--- src/rtl/updown_mod_counter_pkg.sv ---
// Shared constants and an elaboration-time sizing helper for the up/down modulo counter family.
// Holds no logic, so it adds no latency and has no flow control.
package counter_pkg;

    localparam logic DIR_UP    = 1'b1;
    localparam logic DIR_DN    = 1'b0;
    localparam int   MODE_WRAP = 0;
    localparam int   MODE_SAT  = 1;

    // Number of bits needed to hold the values 0..v-1.
    function automatic int cnt_clog2(input longint unsigned v);
        for (int i = 0; i < 64; i++) begin
            if ((64'd1 << i) >= v) return i;
        end
        return 64;
    endfunction

endpackage

--- src/rtl/updown_mod_counter_if.sv ---
// Control and status bundle of the up/down modulo counter; ovf/ovf_clr exist only with CNT_OVF_FLAG_EN.
// Pure wiring, so it adds no latency and has no flow control.
interface updown_mod_counter_if #(
    parameter int WIDTH = 3
);
    logic             enable;
    logic             up_dn;
    logic             load;
    logic [WIDTH-1:0] load_val;
    logic [WIDTH-1:0] Q;
    logic             tc;
`ifdef CNT_OVF_FLAG_EN
    logic             ovf;
    logic             ovf_clr;

    modport master (output enable, up_dn, load, load_val, ovf_clr, input Q, tc, ovf);
    modport slave  (input enable, up_dn, load, load_val, ovf_clr, output Q, tc, ovf);
`else
    modport master (output enable, up_dn, load, load_val, input Q, tc);
    modport slave  (input enable, up_dn, load, load_val, output Q, tc);
`endif
endinterface

--- src/rtl/updown_mod_counter_tff_cell.sv ---
// One storage bit of the counter: a T flip-flop with synchronous clear.
// Toggles on the edge after t is high; it has no flow control.
module tff_cell (
    input  logic clk,
    input  logic clear,
    input  logic t,
    output logic q
);

    always_ff @(posedge clk) begin
        if (clear) begin
            q <= 1'b0;
        end else if (t) begin
            q <= ~q;
        end
    end

endmodule

--- src/rtl/updown_mod_counter.sv ---
// Up/down modulo counter with load, wrap/saturate and cascadable tc; CNT_OVF_FLAG_EN adds a sticky ovf flag.
// Q updates one cycle after clear/load/enable, tc is combinational; it is always ready, with no backpressure.
module updown_mod_counter
    import counter_pkg::*;
#(
    parameter int WIDTH    = 3,
    parameter int MODULUS  = 8,
    parameter int SATURATE = MODE_WRAP
) (
    input  logic                 clk,
    input  logic                 clear,
    updown_mod_counter_if.slave  bus
);

    if (MODULUS < 2 || cnt_clog2(MODULUS) > WIDTH) begin : g_bad_modulus
        $error("updown_mod_counter: MODULUS %0d illegal for WIDTH %0d", MODULUS, WIDTH);
    end

    localparam logic [WIDTH:0] MAX = (WIDTH+1)'(MODULUS - 1);
    localparam logic [WIDTH:0] ONE = {{WIDTH{1'b0}}, 1'b1};

    logic [WIDTH-1:0] q;
    logic [WIDTH-1:0] nxt;
    logic [WIDTH:0]   q_ext;
    logic [WIDTH:0]   lv_ext;
    logic [WIDTH:0]   nxt_ext;
    logic             nxt_msb_unused;
    logic             at_top;
    logic             at_bot;
    logic             tc;

    // One bit of headroom lets the clamp compare load_val against MODULUS-1 even at MODULUS = 2**WIDTH.
    assign q_ext  = {1'b0, q};
    assign lv_ext = {1'b0, bus.load_val};
    assign at_top = (q_ext == MAX);
    assign at_bot = (q_ext == '0);
    assign tc     = bus.enable & ((bus.up_dn == DIR_UP) ? at_top : at_bot) & ~clear & ~bus.load;

    always_comb begin
        nxt_ext = q_ext;
        if (clear) begin
            nxt_ext = '0;
        end else if (bus.load) begin
            nxt_ext = (lv_ext > MAX) ? MAX : lv_ext;
        end else if (bus.enable) begin
            if (bus.up_dn == DIR_UP) begin
                if (!at_top) begin
                    nxt_ext = q_ext + ONE;
                end else if (SATURATE == MODE_WRAP) begin
                    nxt_ext = '0;
                end
            end else begin
                if (!at_bot) begin
                    nxt_ext = q_ext - ONE;
                end else if (SATURATE == MODE_WRAP) begin
                    nxt_ext = MAX;
                end
            end
        end
    end

    // The next value never exceeds MAX, so its top bit is always zero.
    assign nxt            = nxt_ext[WIDTH-1:0];
    assign nxt_msb_unused = nxt_ext[WIDTH];

    for (genvar i = 0; i < WIDTH; i++) begin : g_bit
        tff_cell u_cell (
            .clk   (clk),
            .clear (clear),
            .t     (nxt[i] ^ q[i]),
            .q     (q[i])
        );
    end

    assign bus.Q  = q;
    assign bus.tc = tc;

`ifdef CNT_OVF_FLAG_EN
    logic ovf;

    // A new terminal event outranks a simultaneous ovf_clr so no overflow is lost.
    always_ff @(posedge clk) begin
        if (clear) begin
            ovf <= 1'b0;
        end else if (tc) begin
            ovf <= 1'b1;
        end else if (bus.ovf_clr) begin
            ovf <= 1'b0;
        end
    end

    assign bus.ovf = ovf;
`endif

endmodule

--- src/flat_wrapper.sv ---
// flat-port wrapper written by rule: the top's interface ports become plain ports
module updown_mod_counter_flat import counter_pkg::*;
#(
    parameter int WIDTH    = 3,
    parameter int MODULUS  = 8,
    parameter int SATURATE = MODE_WRAP
)
  (clk, clear, bus_enable, bus_up_dn, bus_load, bus_load_val, bus_Q, bus_tc);
  updown_mod_counter_if #(.WIDTH(WIDTH)) bus_i ();
  input  logic clk;
  input  logic clear;
  input wire logic [$bits(bus_i.enable)-1:0] bus_enable;
  input wire logic [$bits(bus_i.up_dn)-1:0] bus_up_dn;
  input wire logic [$bits(bus_i.load)-1:0] bus_load;
  input wire logic [$bits(bus_i.load_val)-1:0] bus_load_val;
  output wire logic [$bits(bus_i.Q)-1:0] bus_Q;
  output wire logic [$bits(bus_i.tc)-1:0] bus_tc;
  assign bus_i.enable = bus_enable;
  assign bus_i.up_dn = bus_up_dn;
  assign bus_i.load = bus_load;
  assign bus_i.load_val = bus_load_val;
  assign bus_Q = bus_i.Q;
  assign bus_tc = bus_i.tc;
  updown_mod_counter #(.WIDTH(WIDTH), .MODULUS(MODULUS), .SATURATE(SATURATE)) u_core (.clk(clk), .clear(clear), .bus(bus_i));
endmodule
--- config.mk ---
export PLATFORM = sky130hd
export DESIGN_NAME = updown_mod_counter_flat
export DESIGN_NICKNAME = d
export VERILOG_FILES = /design/src/rtl/updown_mod_counter_pkg.sv /design/src/rtl/updown_mod_counter_if.sv /design/src/rtl/updown_mod_counter_tff_cell.sv /design/src/rtl/updown_mod_counter.sv /design/src/flat_wrapper.sv
export SDC_FILE = /design/constraint.sdc
export NUM_CORES = 1
export LEC_CHECK = 0
export BUFFER_PORTS_ARGS = -buffer_cell sky130_fd_sc_hd__buf_2
export CAP_MARGIN = 20
export CORE_AREA = 10 10 47 49
export CTS_CLUSTER_SIZE = 28
export DETAILED_ROUTE_END_ITERATION = 8
export DIE_AREA = 0 0 57 59
export GPL_TIMING_DRIVEN = 0
export PLACE_DENSITY = 0.49
export SLEW_MARGIN = 20
export SYNTH_ARGS = -nofsm -noshare
export SYNTH_HDL_FRONTEND = slang
export SYNTH_HIERARCHICAL = 1
export SYNTH_SLANG_ARGS = --single-unit
--- constraint.sdc ---
create_clock -name clk -period 1.6 [get_ports clk]
set_input_delay 0.16 -clock clk [delete_from_list [all_inputs] [get_ports clk]]
set_output_delay 0.16 -clock clk [all_outputs]
set_load 0.02 [all_outputs]
==> impl_metrics.tcl, run 1 <==
set metrics [dict create \
    status "finished, final reports clean" \
    dr.pass1.iters 2 \
    fin_crit_sh_pct 99.7 \
    worst-endpoint-arrival_ns 1.44 \
    ys_ff_latch 3 \
    drv_slew 0 \
    seq_area_frac_synth_pct 16.5 \
    post-dp-hpwl_um 673 \
    clk_pin_slew_ns 0.04 \
    via_count 370 \
    areaGrowthSynthToFinish_pct 53.6 \
    setup_slack_ns 0.00484 \
    final_cell_mix "10 x buf_2, 6 x nor2_1, 5 x buf_4" \
    cts-root-buf "clkbuf_4" \
    wl_um 963 \
    cellPowerDensity_nw_per_um2 1740 \
    ir_drop_v 0.000699 \
    tritoncts "built" \
    clock-skew-final_ns 0.00174 \
    cp_max_fo 3 \
    die_x_um 57 \
    hold_path_class "in -> reg" \
    drive_gt1_share_pct 55.6 \
    syn_inst 45 \
    avgViaCountPerCell 4.68 \
    slew_headroom_pct 85.6 \
    dpl_worst_slack_ns -0.0725 \
    largest_register_ffs 3 \
    grt_use_total_pct 5.82 \
    reg_top3 "u_core/g_bit.u_cell/q: 3 flops" \
    dr.first_iter.drc_count 5 \
    clock_latency_ns 0.23 \
    syn_area_sq_um 364 \
    antenna_found_initial 0 \
    drc 0 \
    fin_crit_ns 1.60 \
    top_usage_layer "met2" \
    p_leak_nw 0.233 \
    synth-warning-count 6 \
    grt_pass1_wl_um 1610 \
    final-hold-violation-count 0 \
    cts_buffers 3 \
    clock-sinks 3 \
    die_height_um 59 \
    required_ns 1.44 \
    crit_path_end_kind "primary output" \
    nets 76 \
    row_count 14 \
    grt_pass1_vias 417 \
    rsz0062_at_grt "true" \
    antenna_left 0 \
    worst_pin_slew_ns 0.217 \
    pin_count 12 \
    synthesis.nets 57 \
    critPathKind "reg -> out" \
    fmax_mhz 627 \
    gp_congestion 0.683 \
    wire_per_inst_um 12.2 \
    grt_max_degree 9 \
    ys_types 21 \
    setup_viol 0 \
    cp-start-kind "flop" \
    tns_ns 0 \
    h-tree-depth 1 \
    largest-register "u_core/g_bit.u_cell/q" \
    n_antenna_cell 0 \
    start_util_pct 26.0 \
    grt_overflow 0 \
    core_area_sq_um 1400 \
    mostFrequentLayoutCell "buf_2" \
    use_met2_pct 11.3 \
    cts_buffer_depth 2 \
    maxCapViolations 0 \
    grt.met3_usage_pct 1.07 \
    syn_avg_cell_area_sq_um 8.09 \
    use_met1_pct 5.30 \
    portBuffers 11 \
    dieArea_sq_um 3360 \
]
## worst max-delay path: stages, from the launching register on
cell and delay, ns:
dfxtp_4 0.35, inv_2 0.08, ha_4 0.14, nand2b_4 0.06, or2_4 0.23, a211oi_2 0.17, buf_4 0.17
## per-layer routing
| metal | vias to the layer above | wire, um |
|---|---|---|
| li1 | 194 | - |
| met1 | 171 | 420 |
| met2 | 5 | 515 |
| met3 | 0 | 28 |
| met4 | 0 | 0 |
| met5 | - | 0 |
## layout make-up
cell class | count | area, sq um
buffer | 1 | 7.51
clock buffer | 4 | 26.3
fill | 155 | 842
inverter | 2 | 10.0
multi-input combinational | 39 | 347
sequential | 3 | 68.8
tap | 16 | 20.0
timing repair buffer | 14 | 80.1
## report_power, final
group,switching (mW),internal (mW),leakage [nW]
logic,0.302,0.356,0.191
registers,0.0630,0.123,0.0264
clock network,0.0363,0.0933,0.0150
## through the flow
step	utilization (%)	area (sq um)	hold WS [ns]	cells	power (mW)
floorplan	-	377	0.223	45	0.554
global placement	32.2	452	0.365	72	0.653
detailed placement	32.2	452	0.368	72	0.658
CTS	39.6	556	0.116	79	0.970
global route	39.9	559	0.153	79	1.06
finish	39.9	559	0.134	79	0.974
## synthesized netlist by cell type
library cell	count	share of area (%)
nor2_1	6	6.2
a22oi_2	1	3.4
nor3_1	2	2.7
nand2_1	2	2.1
a22oi_1	3	6.2
nand2b_4	1	3.8
mux2_2	3	9.3
ha_1	4	14
o21ai_1	3	4.1
nand3b_1	1	2.1
nand3_1	1	1.4
a21oi_1	1	1.4
a211oi_1	1	2.1
nand2b_1	4	6.9
mux2i_1	1	2.7
xnor2_1	3	7.2
dfxtp_1	3	16
inv_1	2	2.1
or2_1	1	1.7
nor2b_2	1	2.4
buf_4	1	2.1
## worst paths after layout
check,from,endpoint,slack [ns],depth (start not counted)
setup / recovery,u_core/g_bit[0].u_cell/q,bus_tc,0.005,6
hold / removal,clear,u_core/g_bit[1].u_cell/q,0.13,2
setup reg to reg,u_core/g_bit[1].u_cell/q,u_core/g_bit[1].u_cell/q,0.04,8
hold reg to reg,u_core/g_bit[2].u_cell/q,u_core/g_bit[2].u_cell/q,0.61,2
## kinds of logic after synthesis
| group | count (synthesis) | synth area share (%) |
|---|---|---|
| XOR/XNOR | 3 | 7.22 |
| buffers and inverters | 3 | 4.13 |
| multiplexers | 4 | 12.0 |
| AO/OA/AOI/OAI | 9 | 17.2 |
| adder cells (fa/ha/maj) | 4 | 13.7 |
| AND/OR/NAND/NOR | 19 | 29.2 |
| flip-flops | 3 | 16.5 |
## timing repair
| item | CTS | global route |
|---|---|---|
| setup buffers | 3 | 0 |
| hold endpoints to repair | 0 | 0 |
| setup endpoints to repair | 2 | 4 |
| pin swaps | 5 | 4 |
| hold buffers | 0 | 0 |
| gates cloned | 0 | 0 |
| resized for setup | 11 | 2 |
Power figures use the tool's default switching activity.
==> inputs of run 2 (changes only) <==
--- a/config.mk
+++ b/config.mk
@@ -12,7 +12,7 @@
 export DETAILED_ROUTE_END_ITERATION = 8
 export DIE_AREA = 0 0 57 59
 export GPL_TIMING_DRIVEN = 0
-export PLACE_DENSITY = 0.49
+export PLACE_DENSITY = 0.47
 export SLEW_MARGIN = 20
 export SYNTH_ARGS = -nofsm -noshare
 export SYNTH_HDL_FRONTEND = slang
==> constraint.sdc (replaced) <==
create_clock -name clk -period 1.9 [get_ports clk]
set_input_delay 0.19 -clock clk [delete_from_list [all_inputs] [get_ports clk]]
set_output_delay 0.19 -clock clk [all_outputs]
set_load 0.02 [all_outputs]
==> run 2 against run 1 <==
  * First-iteration DRC count down 80%
  * Clock skew is 0.0014 ns higher
  * Final cell count shrank 3.8%
  * Die area is the same
==> impl_metrics.tcl, run 2 (synthesis gave the netlist of run 1 again) <==
set metrics [dict create \
    crit_path_end_kind "primary output" \
    maxCapViolations 0 \
    reg_top3 "u_core/g_bit.u_cell/q: 3 flops" \
    nets 73 \
    clock-skew-final_ns 0.00310 \
    row_count 14 \
    h-tree-depth 1 \
    cts-root-buf "clkbuf_4" \
    required_ns 1.71 \
    worst-endpoint-arrival_ns 1.58 \
    start_util_pct 26.0 \
    grt_pass1_vias 366 \
    crit_cells 6 \
    grt_max_degree 9 \
    clk_pin_slew_ns 0.04 \
    clock_latency_ns 0.23 \
    largest-register "u_core/g_bit.u_cell/q" \
    fillCellCount 169 \
    mostFrequentLayoutCell "buf_2" \
    holdWs_ns 0.165 \
    fmax_mhz 563 \
    grt_use_total_pct 5.56 \
    crit_buf_inv 2 \
    dieArea_sq_um 3360 \
    postCtsHoldBufs 0 \
    crit_family "flip-flops" \
    wire_per_inst_um 10.8 \
    gp_congestion 0.637 \
    largest_register_ffs 3 \
    tns_ns 0 \
    ir_drop_v 0.000484 \
    n_antenna_cell 0 \
    avgViaCountPerCell 4.57 \
    areaGrowthSynthToFinish_pct 28.9 \
    cts_setup_buffers 0 \
    grt_overflow 0 \
    cellPowerDensity_nw_per_um2 1380 \
    drv_slew 0 \
    critPathKind "reg -> out" \
    post-route-util_pct 33.5 \
    post-place-cells 72 \
    core_area_sq_um 1400 \
    slowest_delay_ns 0.37 \
    crit_slowest_cell "dfxtp_1" \
    slew_headroom_pct 82.3 \
    total_power_mw 0.646 \
    min_path_cells 2 \
    rsz0062_at_grt "false" \
    status "finished, final reports clean" \
    cts_buffers 3 \
    clock-sinks 3 \
    pin_count 12 \
    final_cell_mix "11 x buf_2, 6 x nor2_1, 4 x nand2b_1" \
    dr.first_iter.drc_count 1 \
    cp-start-kind "flop" \
    cp_max_fo 8 \
    fin_crit_ns 1.77 \
    fin_cells 76 \
    dr.pass1.iters 4 \
    die_x_um 57 \
    cts_resized 0 \
    grt_pass1_wl_um 1540 \
    drc 0 \
    p_leak_nw 0.213 \
    portBuffers 11 \
    fin_crit_sh_pct 93.4 \
    hold_path_class "in -> reg" \
    post-dp-hpwl_um 683 \
    antenna_left 0 \
    die_height_um 59 \
    wl_um 824 \
    cts_buffer_depth 2 \
    drive_gt1_share_pct 38.3 \
    antenna_found_initial 0 \
    worstPathCellList "inv_1, ha_2, nand2b_4, or2_1, a211oi_1, buf_2" \
    setup_viol 0 \
    via_count 347 \
    worst_pin_slew_ns 0.266 \
    final-hold-violation-count 0 \
    tritoncts "built" \
    r2r_cells 8 \
]
run 2: changes by cell type in the layout (fill, tap and decap cells not counted), moves of 2 or more:
cell / previous run / this run
ha_4: 3 / 0
dfxtp_1: 0 / 2
dfxtp_4: 2 / 0
buf_4: 5 / 1
ha_1: 1 / 3
inv_1: 0 / 2
run 2: path summary, 6_finish.rpt:
kind	slack (ns)	from	to
worst max-delay path	0.13	u_core/g_bit[1].u_cell/q	bus_tc
worst min-delay path	0.17	clear	u_core/g_bit[0].u_cell/q
worst max register to register	0.14	u_core/g_bit[1].u_cell/q	u_core/g_bit[1].u_cell/q
worst min register to register	0.60	u_core/g_bit[0].u_cell/q	u_core/g_bit[0].u_cell/q
run 2: through the flow:
stage	cell area [sq um]	setup slack, ns
floorplan	364	0.0723
global placement	439	0.0889
detailed placement	439	0.0690
CTS	465	0.0507
global route	469	0.00713
finish	469	0.125
run 2: routing by layer:
| metal | routed length, um | GRT usage, % | vias to the layer above | part of all wire (%) |
|---|---|---|---|---|
| met5 | 0 | 0 | - | 0 |
| met3 | 29 | 1.07 | 0 | 3.5 |
| met2 | 439 | 8.99 | 6 | 53 |
| met1 | 355 | 6.01 | 152 | 43 |
| met4 | 0 | 5.03 | 0 | 0 |
| li1 | - | - | 189 | - |
run 2: cell type report:
type                    instances  area, sq um  area share [%]
multi-input cells              39          292            62.1
flip-flops and latches          3         61.3            13.1
repair buffers                 11         55.1            11.7
clock buffers                   4         26.3            5.60
well taps                      16         20.0            4.27
plain buffers                   1         7.51            1.60
inverters                       2         7.51            1.60
run 2: worst reg2reg max path, delay by kind of cell (launching register included):
kind                     cells  cell delay, ns
buffers and inverters        1            0.10
multiplexers                 1            0.21
XOR/XNOR                     1            0.14
adder cells (fa/ha/maj)      1            0.27
flip-flops                   1            0.46
AND/OR/NAND/NOR              2            0.20
AO/OA/AOI/OAI                2            0.27
run 2: where the power goes:
part | leakage, nW | switching (mW) | internal, mW
combinational | 0.172 | 0.188 | 0.201
clock | 0.0150 | 0.0309 | 0.0786
sequential | 0.0252 | 0.0551 | 0.0926
